`src/rtl/mips_pkg.sv`:
```
// Shared MIPS core definitions: control-word layout, EX-stage state
// encoding and small decode helpers used by the pipeline stages.
package mips_pkg;

  // Control word {reg_write, mem_read, mem_write, memtoreg, alu_src,
  // reg_dst, alu_op[3:0]}, MSB first.
  localparam int CTRL_W         = 10;
  localparam int CTRL_REG_WRITE = 9;
  localparam int CTRL_MEM_READ  = 8;
  localparam int CTRL_MEM_WRITE = 7;
  localparam int CTRL_MEMTOREG  = 6;
  localparam int CTRL_ALU_SRC   = 5;
  localparam int CTRL_REG_DST   = 4;
  localparam int CTRL_ALUOP_MSB = 3;
  localparam int CTRL_ALUOP_LSB = 0;

  // Architectural zero register; never a real data dependency.
  localparam logic [4:0] REG_ZERO = 5'd0;

  // EX occupancy state.
  typedef enum logic {
    RUN     = 1'b0,
    MD_BUSY = 1'b1
  } ex_state_e;

  // Destination register selected by reg_dst: rd for R-type, rt otherwise.
  function automatic logic [4:0] sel_dest(input logic [CTRL_W-1:0] ctrl,
                                          input logic [4:0]        rt,
                                          input logic [4:0]        rd);
    logic [4:0] dest;
    if (ctrl[CTRL_REG_DST]) begin
      dest = rd;
    end else begin
      dest = rt;
    end
    return dest;
  endfunction

endpackage

```
`src/rtl/load_use_detect.sv`:
```
// Combinational load-use hazard detector. Flags an instruction in ID that
// reads the destination of a load currently in EX. Register 0 never
// participates. Shared with the branch-in-ID hazard logic.
module load_use_detect
  import mips_pkg::*;
(
  input  logic       ex_valid_i,
  input  logic       ex_mem_read_i,
  input  logic [4:0] ex_dest_i,
  input  logic       id_valid_i,
  input  logic [4:0] id_rs_i,
  input  logic [4:0] id_rt_i,
  output logic       lu_o
);

  logic src_match_s;

  // Hazard when a live load in EX writes a non-zero register that ID reads.
  always_comb begin
    src_match_s = 1'b0;
    lu_o        = 1'b0;
    if ((ex_dest_i == id_rs_i) || (ex_dest_i == id_rt_i)) begin
      src_match_s = 1'b1;
    end else begin
      src_match_s = 1'b0;
    end
    if (ex_valid_i && ex_mem_read_i && (ex_dest_i != REG_ZERO) &&
        id_valid_i && src_match_s) begin
      lu_o = 1'b1;
    end else begin
      lu_o = 1'b0;
    end
  end

endmodule

```
`src/rtl/id_ex_stage.sv`:
```
// ID/EX pipeline register for the MIPS core. Captures decoded operands and
// control, inserts a bubble on a load-use hazard or a flush, and drives the
// stall that holds PC and IF/ID.
// Optional feature macro: ID_EX_MULDIV_STALL_EN -- when defined, a MULT/DIV
// instruction stays in EX for MULDIV_LAT cycles (ex_busy/stall high for the
// first MULDIV_LAT-1 of them); when undefined every instruction takes one
// cycle in EX and ex_busy is tied low.
module id_ex_stage
  import mips_pkg::*;
#(
  parameter int DATA_W     = 32,
  parameter int MULDIV_LAT = 4
) (
  input  logic              clk,
  input  logic              reset,
  input  logic              id_valid,
  input  logic [4:0]        id_rs,
  input  logic [4:0]        id_rt,
  input  logic [4:0]        id_rd,
  input  logic [DATA_W-1:0] id_rs_val,
  input  logic [DATA_W-1:0] id_rt_val,
  input  logic [DATA_W-1:0] id_imm,
  input  logic [CTRL_W-1:0] id_ctrl,
  input  logic              id_is_muldiv,
  input  logic              flush,
  output logic              ex_valid,
  output logic [4:0]        ex_rs,
  output logic [4:0]        ex_rt,
  output logic [4:0]        ex_dest,
  output logic [DATA_W-1:0] ex_rs_val,
  output logic [DATA_W-1:0] ex_rt_val,
  output logic [DATA_W-1:0] ex_imm,
  output logic [CTRL_W-1:0] ex_ctrl,
  output logic              stall,
  output logic              ex_busy
);

  // Count loaded on mult/div entry; EX is held while it is non-zero.
  localparam logic [3:0] MD_HOLD_INIT = 4'(MULDIV_LAT - 1);

  logic              ex_valid_q,     ex_valid_d;
  logic [4:0]        ex_rs_q,        ex_rs_d;
  logic [4:0]        ex_rt_q,        ex_rt_d;
  logic [4:0]        ex_rd_q,        ex_rd_d;
  logic [DATA_W-1:0] ex_rs_val_q,    ex_rs_val_d;
  logic [DATA_W-1:0] ex_rt_val_q,    ex_rt_val_d;
  logic [DATA_W-1:0] ex_imm_q,       ex_imm_d;
  logic [CTRL_W-1:0] ex_ctrl_q,      ex_ctrl_d;
  logic              ex_is_muldiv_q, ex_is_muldiv_d;
  logic [3:0]        count_q,        count_d;
  ex_state_e         state_q,        state_d;

  logic [4:0]        ex_dest_s;
  logic              lu_s;
  logic              hold_s;
  logic              start_md_s;
  logic              unused_s;

  assign ex_dest_s = sel_dest(ex_ctrl_q, ex_rt_q, ex_rd_q);

  load_use_detect u_load_use_detect (
    .ex_valid_i    (ex_valid_q),
    .ex_mem_read_i (ex_ctrl_q[CTRL_MEM_READ]),
    .ex_dest_i     (ex_dest_s),
    .id_valid_i    (id_valid),
    .id_rs_i       (id_rs),
    .id_rt_i       (id_rt),
    .lu_o          (lu_s)
  );

`ifdef ID_EX_MULDIV_STALL_EN
  // A mult/div keeps EX (and the ID stall) while its count is still running.
  always_comb begin
    hold_s = 1'b0;
    if ((state_q == MD_BUSY) && (count_q != 4'd0)) begin
      hold_s = 1'b1;
    end else begin
      hold_s = 1'b0;
    end
  end

  // A real mult/div entering EX arms the occupancy counter.
  always_comb begin
    start_md_s = 1'b0;
    if (id_valid && id_is_muldiv) begin
      start_md_s = 1'b1;
    end else begin
      start_md_s = 1'b0;
    end
  end

  assign ex_busy = (state_q == MD_BUSY);
`else
  assign hold_s     = 1'b0;
  assign start_md_s = 1'b0;
  assign ex_busy    = 1'b0;
`endif

  // Stall holds PC and IF/ID; a flush discards ID so it never stalls.
  always_comb begin
    stall = 1'b0;
    if (flush) begin
      stall = 1'b0;
    end else if (lu_s || hold_s) begin
      stall = 1'b1;
    end else begin
      stall = 1'b0;
    end
  end

  // Next-state selection: flush, then mult/div hold, then bubble, then capture.
  always_comb begin
    ex_valid_d     = ex_valid_q;
    ex_rs_d        = ex_rs_q;
    ex_rt_d        = ex_rt_q;
    ex_rd_d        = ex_rd_q;
    ex_rs_val_d    = ex_rs_val_q;
    ex_rt_val_d    = ex_rt_val_q;
    ex_imm_d       = ex_imm_q;
    ex_ctrl_d      = ex_ctrl_q;
    ex_is_muldiv_d = ex_is_muldiv_q;
    count_d        = count_q;
    state_d        = state_q;
    if (flush || (!hold_s && lu_s)) begin
      // Bubble; a flush also abandons any mult/div in progress.
      ex_valid_d     = 1'b0;
      ex_rs_d        = REG_ZERO;
      ex_rt_d        = REG_ZERO;
      ex_rd_d        = REG_ZERO;
      ex_rs_val_d    = {DATA_W{1'b0}};
      ex_rt_val_d    = {DATA_W{1'b0}};
      ex_imm_d       = {DATA_W{1'b0}};
      ex_ctrl_d      = {CTRL_W{1'b0}};
      ex_is_muldiv_d = 1'b0;
      count_d        = 4'd0;
      state_d        = RUN;
    end else if (hold_s) begin
      // Keep every EX field; the last count step hands EX back to RUN,
      // which then loads the waiting ID instruction one edge later.
      count_d = count_q - 4'd1;
      if (count_q == 4'd1) begin
        state_d = RUN;
      end else begin
        state_d = MD_BUSY;
      end
    end else begin
      ex_valid_d     = id_valid;
      ex_rs_d        = id_rs;
      ex_rt_d        = id_rt;
      ex_rd_d        = id_rd;
      ex_rs_val_d    = id_rs_val;
      ex_rt_val_d    = id_rt_val;
      ex_imm_d       = id_imm;
      ex_ctrl_d      = id_valid ? id_ctrl : {CTRL_W{1'b0}};
      ex_is_muldiv_d = id_valid && id_is_muldiv;
      if (start_md_s) begin
        count_d = MD_HOLD_INIT;
        state_d = MD_BUSY;
      end else begin
        count_d = 4'd0;
        state_d = RUN;
      end
    end
  end

  // EX pipeline registers with synchronous reset to a bubble.
  always_ff @(posedge clk) begin
    if (reset) begin
      ex_valid_q     <= 1'b0;
      ex_rs_q        <= REG_ZERO;
      ex_rt_q        <= REG_ZERO;
      ex_rd_q        <= REG_ZERO;
      ex_rs_val_q    <= {DATA_W{1'b0}};
      ex_rt_val_q    <= {DATA_W{1'b0}};
      ex_imm_q       <= {DATA_W{1'b0}};
      ex_ctrl_q      <= {CTRL_W{1'b0}};
      ex_is_muldiv_q <= 1'b0;
      count_q        <= 4'd0;
      state_q        <= RUN;
    end else begin
      ex_valid_q     <= ex_valid_d;
      ex_rs_q        <= ex_rs_d;
      ex_rt_q        <= ex_rt_d;
      ex_rd_q        <= ex_rd_d;
      ex_rs_val_q    <= ex_rs_val_d;
      ex_rt_val_q    <= ex_rt_val_d;
      ex_imm_q       <= ex_imm_d;
      ex_ctrl_q      <= ex_ctrl_d;
      ex_is_muldiv_q <= ex_is_muldiv_d;
      count_q        <= count_d;
      state_q        <= state_d;
    end
  end

  assign ex_valid  = ex_valid_q;
  assign ex_rs     = ex_rs_q;
  assign ex_rt     = ex_rt_q;
  assign ex_dest   = ex_dest_s;
  assign ex_rs_val = ex_rs_val_q;
  assign ex_rt_val = ex_rt_val_q;
  assign ex_imm    = ex_imm_q;
  assign ex_ctrl   = ex_ctrl_q;

  // Fields kept for downstream and debug use that this stage does not read
  // in every build.
  assign unused_s = ^{ex_is_muldiv_q, state_q, count_q, id_is_muldiv,
                      MD_HOLD_INIT};

endmodule

```
`config.mk`:
```
export PLATFORM = sky130hd
export DESIGN_NAME = id_ex_stage
export DESIGN_NICKNAME = d
export VERILOG_FILES = /design/src/rtl/mips_pkg.sv /design/src/rtl/load_use_detect.sv /design/src/rtl/id_ex_stage.sv
export SDC_FILE = /design/constraint.sdc
export NUM_CORES = 1
export LEC_CHECK = 0
export CAP_MARGIN = 10
export CORE_MARGIN = 2
export CORE_UTILIZATION = 25
export CTS_BUF_LIST = sky130_fd_sc_hd__clkbuf_4 sky130_fd_sc_hd__clkbuf_8 sky130_fd_sc_hd__clkbuf_16
export DETAILED_ROUTE_END_ITERATION = 6
export DONT_BUFFER_PORTS = 1
export REMOVE_ABC_BUFFERS = 1
export SLEW_MARGIN = 25
export SYNTH_ARGS = -nofsm -noshare
export SYNTH_HDL_FRONTEND = slang
export SYNTH_HIERARCHICAL = 1
export SYNTH_SLANG_ARGS = --single-unit
```
`constraint.sdc`:
```
create_clock -name clk -period 3.05 [get_ports clk]
set_clock_uncertainty 0.15 [all_clocks]
set_input_delay 0.4575 -clock clk [delete_from_list [all_inputs] [get_ports clk]]
set_output_delay 0.4575 -clock clk [all_outputs]
set_load 0.005 [all_outputs]
```
==> results of run 1 <==
power by group:
group          switching, mW  internal (mW)  leakage, nW
combinational         0.0497         0.0803        0.614
clock                  0.660           1.36        0.303
sequential            0.0361           1.66         1.00
total                  0.745           3.10         1.92
stage by stage:
step	std cells	utilization (%)	setup TNS (ns)	setup WS [ns]
6_report	522	34.1	0	0.129
5_1_grt	522	34.1	0	0.0133
4_1_cts	518	33.9	0	0.0687
3_5_place_dp	452	26.9	0	0.228
3_3_place_gp	452	26.9	0	0.251
2_1_floorplan	269	-	-121.56	-1.18
logic make-up (layout without fill, tap and decap cells):
group / count (synthesis) / in the layout / synth area share (%)
muxes: 5 / 5 / 1.61
DFF: 122 / 122 / 69.8
other: 1 / 2 / 0.107
buffers and inverters: 14 / 72 / 2.18
AOI/OAI and AO/OA: 2 / 2 / 0.393
and+or+nand+nor: 129 / 129 / 23.4
xor gates and xnor gates: 10 / 10 / 2.50
how the worst min path moves through the flow:
stage                              from                        to  slack, ns  cells after the start
after floorplan              id_ctrl[0]     ex_ctrl[0]$_SDFF_PP0_       0.43                      1
after global placement     id_rt_val[2]   ex_rt_val[2]$_SDFF_PP0_       0.43                      1
after detailed placement      id_imm[1]      ex_imm[1]$_SDFF_PP0_       0.43                      1
after CTS                 id_rt_val[26]  ex_rt_val[26]$_SDFF_PP0_     0.0001                      1
after global routing           id_rs[4]       ex_rs[4]$_SDFF_PP0_     0.0008                      1
final                     id_rt_val[26]  ex_rt_val[26]$_SDFF_PP0_       0.02                      1
layout make-up:
type                    instances  area (um2)
diodes                          1        2.50
multi-input cells             147         995
fillers                      1358        9070
flip-flops and latches        122        2440
well taps                     180         225
clock inverters                 8         118
clock buffers                  23         489
repair buffers                 41         428
flip-flops by register name, summed over array words and instances (netlist names):
signal	cells
ex_rs	5
ex_rt	5
ex_rd_q	5
ex_valid	1
ex_imm	32
ex_rt_val	32
ex_rs_val	32
ex_ctrl	10
timing repair:
action,4_1_cts,5_1_grt
endpoints found under the hold margin,35,3
endpoints found under the setup margin,1,1
hold buffers,35,3
gates resized for setup,2,1
Yosys cell counts (all sizes together):
cell type | instances | area, um2
buf | 3 | 23.8
xnor2 | 4 | 35.0
mux2 | 5 | 56.3
nor2b | 1 | 6.26
clkbuf | 11 | 52.6
nand3 | 2 | 10.0
dfxtp | 122 | 2440
nor3 | 3 | 20.0
conb | 1 | 3.75
xor2 | 6 | 52.6
a21oi | 1 | 5.00
or4 | 1 | 7.51
o2111ai | 1 | 8.76
and2 | 121 | 766
nor4b | 1 | 8.76
layer usage:
| metal | GRT usage (%) | up-vias |
|---|---|---|
| li1 | - | 957 |
| met1 | 10.5 | 946 |
| met2 | 18.2 | 148 |
| met3 | 6.51 | 15 |
| met4 | 6.47 | 0 |
| met5 | 0 | - |
==> impl_metrics.ini, run 1 <==
[grt]
antenna_found_initial = 1
grtUsageTotal_pct = 11.0
gr-total-overflow = 0
grt_pass1_vias = 2194
grt_max_degree = 59
grt_pass1_wl_mm = 11.7

[cts]
clock_latency_ns = 0.41
clk_path_buf_depth = 2
cts-root-buf = clkbuf_16
htreeDepth = 4
numClockSinks = 122
cts_tree = built
clk_pin_slew_ns = 0.05
cts_inserted_buffers = 17
post_cts_buffers = 0

[timing]
rsz0062_at_grt = no
slew_viol_final = 0
period_needed_ns = 2.92
timing.fmax_mhz = 342
hold_ws_ns = 0.0226
finalSetupViolations = 0
hold_viol = 0
final.period_utilization_pct = 95.8

[setup_path]
worst-path-buf-inv = 0
reg2reg_slack_ns = 0.36
max_stage_delay_ns = 0.42
worstPathRequired_ns = 2.44
r2r_cells = 7
critPathLaunchType = flip-flop
path_delay_family = simple AND/OR/NAND/NOR gates
path_cells = mux2_2 -> xor2_1 -> nor3_1 -> nand3_1 -> a21oi_2 -> nor2b_1
crit_type = flip-flop to output port
cp.depth = 6
worstSetupEndpoint = stall
crit_start = ex_ctrl[4]$_SDFF_PP0_
cp_slowest_cell = dfxtp_2
crit_fanout = 6
crit-reg2reg-launch = ex_ctrl[4]$_SDFF_PP0_
end_kind = output port
crit_arrival_ns = 2.31
r2r_end = ex_imm[14]$_SDFF_PP0_

[cells_and_area]
finalNetCount = 455
fin_area_um2 = 4700
final_common_cell = dfxtp_1
final_cell_mix = dfxtp_1 (121), and2_1 (114), dlygate4sd3_1 (38)
syn2layout_area_growth_pct = 34.4
drive_gt1_share_pct = 14.7

[route]
wl_met1_mm = 2.91
first_pass_iters = 3
vias_per_cell = 3.96
dr_wl_met2_mm = 4.27
vias = 2066
wl_met3_mm = 1.00
routed.top_layer = met4
wl_mm = 8.38
wire_per_inst_um = 16.0
drc = 0
first_iter_violations = 73
ant_nets = 0

[floorplan]
start_util_pct = 25.4
dieArea_um2 = 15000
design.core.area_um2 = 13800
boundaryPins = 250
std_cell_rows = 43
die_h_um = 122
die_x_um = 122

[yosys]
synth.distinct_cells = 20
synth_area_um2 = 3500
yosysSeqAreaShare_pct = 69.8
ys_warn_count = 6
ys_ff_latch = 122
avgSynthCellArea_um2 = 12.4
syn_inst = 283

[pwr]
vdd_drop_max_mv = 0.337
leakagePower_nw = 1.92
powerDensity_nw_per_um2 = 819
p_total_mw = 3.85

[flow_run]
drv_cap = 0

[placed_design]
place_area_um2 = 3700
gp_congestion = 0.734
hpwl_mm = 5.99
port_buffers = 0

[run_status]
status = finished clean

[min_path]
hold_class = primary input to flip-flop
(Power assumes the default switching activity.)
==> run 2, diff against run 1 <==
--- a/config.mk
+++ b/config.mk
@@ -6,11 +6,14 @@
 export NUM_CORES = 1
 export LEC_CHECK = 0
 export CAP_MARGIN = 10
+export CELL_PAD_IN_SITES_DETAIL_PLACEMENT = 1
+export CELL_PAD_IN_SITES_GLOBAL_PLACEMENT = 1
 export CORE_MARGIN = 2
 export CORE_UTILIZATION = 25
 export CTS_BUF_LIST = sky130_fd_sc_hd__clkbuf_4 sky130_fd_sc_hd__clkbuf_8 sky130_fd_sc_hd__clkbuf_16
 export DETAILED_ROUTE_END_ITERATION = 6
 export DONT_BUFFER_PORTS = 1
+export PLACE_DENSITY_LB_ADDON = 0.1
 export REMOVE_ABC_BUFFERS = 1
 export SLEW_MARGIN = 25
 export SYNTH_ARGS = -nofsm -noshare
==> impl_metrics.ini, run 2 (synthesis gave the netlist of run 1 again) <==
[cells_and_area]
syn2layout_area_growth_pct = 50.5
final_common_cell = dfxtp_1
drive_gt1_share_pct = 13.1
fillers = 1497
final_cell_mix = dfxtp_1 (121), and2_1 (114), dlygate4sd3_1 (97)
finalNetCount = 517
stdcell_count = 586
fin_area_um2 = 5260

[placed_design]
gp_congestion = 0.633
place_area_um2 = 3740
dp_cells = 455
hpwl_mm = 6.29
port_buffers = 0

[setup_path]
worstPathRequired_ns = 2.44
cp_slowest_cell = or4_1
crit_arrival_ns = 2.29
critPathLaunchType = flip-flop
crit_fanout = 6
r2r_cells = 8
path_cells = mux2_2 -> or4_1 -> o2111ai_1 -> a21oi_2 -> nor2b_1
end_kind = output port
max_stage_delay_ns = 0.57
crit_type = flip-flop to output port

[floorplan]
boundaryPins = 250
die_h_um = 122
start_util_pct = 25.4
std_cell_rows = 43
design.core.area_um2 = 13800
die_x_um = 122
dieArea_um2 = 15000

[route]
first_pass_iters = 2
vias = 2327
vias_per_cell = 3.97
wl_mm = 9.21
ant_nets = 0
first_iter_violations = 54
wire_per_inst_um = 15.7
drc = 0

[run_status]
status = finished clean

[cts]
post_cts_buffers = 0
clk_path_buf_depth = 2
cts_tree = built
numClockSinks = 122
cts-root-buf = clkbuf_16
cts_inserted_buffers = 17
clock_latency_ns = 0.41
htreeDepth = 4
clk_pin_slew_ns = 0.05

[pwr]
powerDensity_nw_per_um2 = 702
leakagePower_nw = 2.14
vdd_drop_max_mv = 0.343

[timing]
rsz0062_at_grt = no
hold_viol = 0
finalSetupViolations = 0
timing.fmax_mhz = 345
final.period_utilization_pct = 95.1
period_needed_ns = 2.90
slew_viol_final = 0

[grt]
grt_pass1_wl_mm = 13.6
grt_max_degree = 40
grt_pass1_vias = 2581
gr-total-overflow = 0
antenna_found_initial = 2
grtUsageTotal_pct = 12.5

[min_path]
hold_depth = 1
hold_class = primary input to flip-flop

[flow_run]
drv_cap = 0
==> run 2: changes by cell type in the layout (fill, tap and decap cells not counted) <==
cell           change
clkinv_2           -1
nor3_1             +1
clkinvlp_4         +3
dlygate4sd3_1     +59
diode_2            +1
nor3_2             -1
clkinv_4           +3
clkbuf_8           -1
buf_4              +2
bufinv_16          -3
buf_12             +1
==> run 2: worst max-delay path: cells and delay by family (launching register included) <==
family | cells | cell delay (ns)
AND/OR/NAND/NOR | 2 | 0.73
multiplexers | 1 | 0.42
flip-flops | 1 | 0.41
AO/OA/AOI/OAI | 2 | 0.33
==> run 2: layout make-up <==
class,count,area [um2],share of cell area (%)
multi-input cells,147,990,18.8
repair buffers,103,1050,20.0
well taps,180,225,4.28
flip-flops and latches,122,2440,46.4
diodes,2,5.00,0.0951
clock inverters,10,71.3,1.35
clock buffers,22,475,9.03
==> run 2: final timing paths <==
kind	slack [ns]	to	startpoint
setup reg to reg	0.33	ex_imm[5]$_SDFF_PP0_	ex_ctrl[4]$_SDFF_PP0_
hold / removal	0.03	ex_rs_val[21]$_SDFF_PP0_	id_rs_val[21]
hold reg to reg	0.86	ex_valid$_SDFF_PP0_	ex_valid$_SDFF_PP0_
setup / recovery	0.15	stall	ex_ctrl[4]$_SDFF_PP0_
==> run 2: repair_timing <==
action,in CTS,in global routing
setup endpoints to repair,1,0
hold buffers,96,1
endpoints found under the hold margin,96,1
gates resized for setup,2,0
==> run 2: report_power, final <==
| part | internal (mW) | switching (mW) |
|---|---|---|
| Clock | 1.10 | 0.700 |
| Sequential | 1.66 | 0.0372 |
| Combinational | 0.134 | 0.0591 |
==> run 2: through the flow <==
step / total power, mW / hold WS, ns / worst slack [ns] / setup TNS, ns / util [%]
after global routing: 3.86 / 0.000240 / 0.0394 / 0 / 38.2
after CTS: 3.77 / 0.000637 / 0.104 / 0 / 38.1
final: 3.69 / 0.0267 / 0.149 / 0 / 38.2
after detailed placement: 1.83 / 0.433 / 0.203 / 0 / 27.1
after floorplan: 1.78 / 0.429 / -1.18 / -121.56 / -
after global placement: 1.83 / 0.429 / 0.219 / 0 / 27.1
==> run 2: metal layers <==
metal,vias to the layer above,track usage [%],wire length [um]
met3,21,7.16,1090
met5,-,0,0
met2,135,21.3,4830
met1,1082,11.3,3000
li1,1089,-,-
met4,0,8.26,282
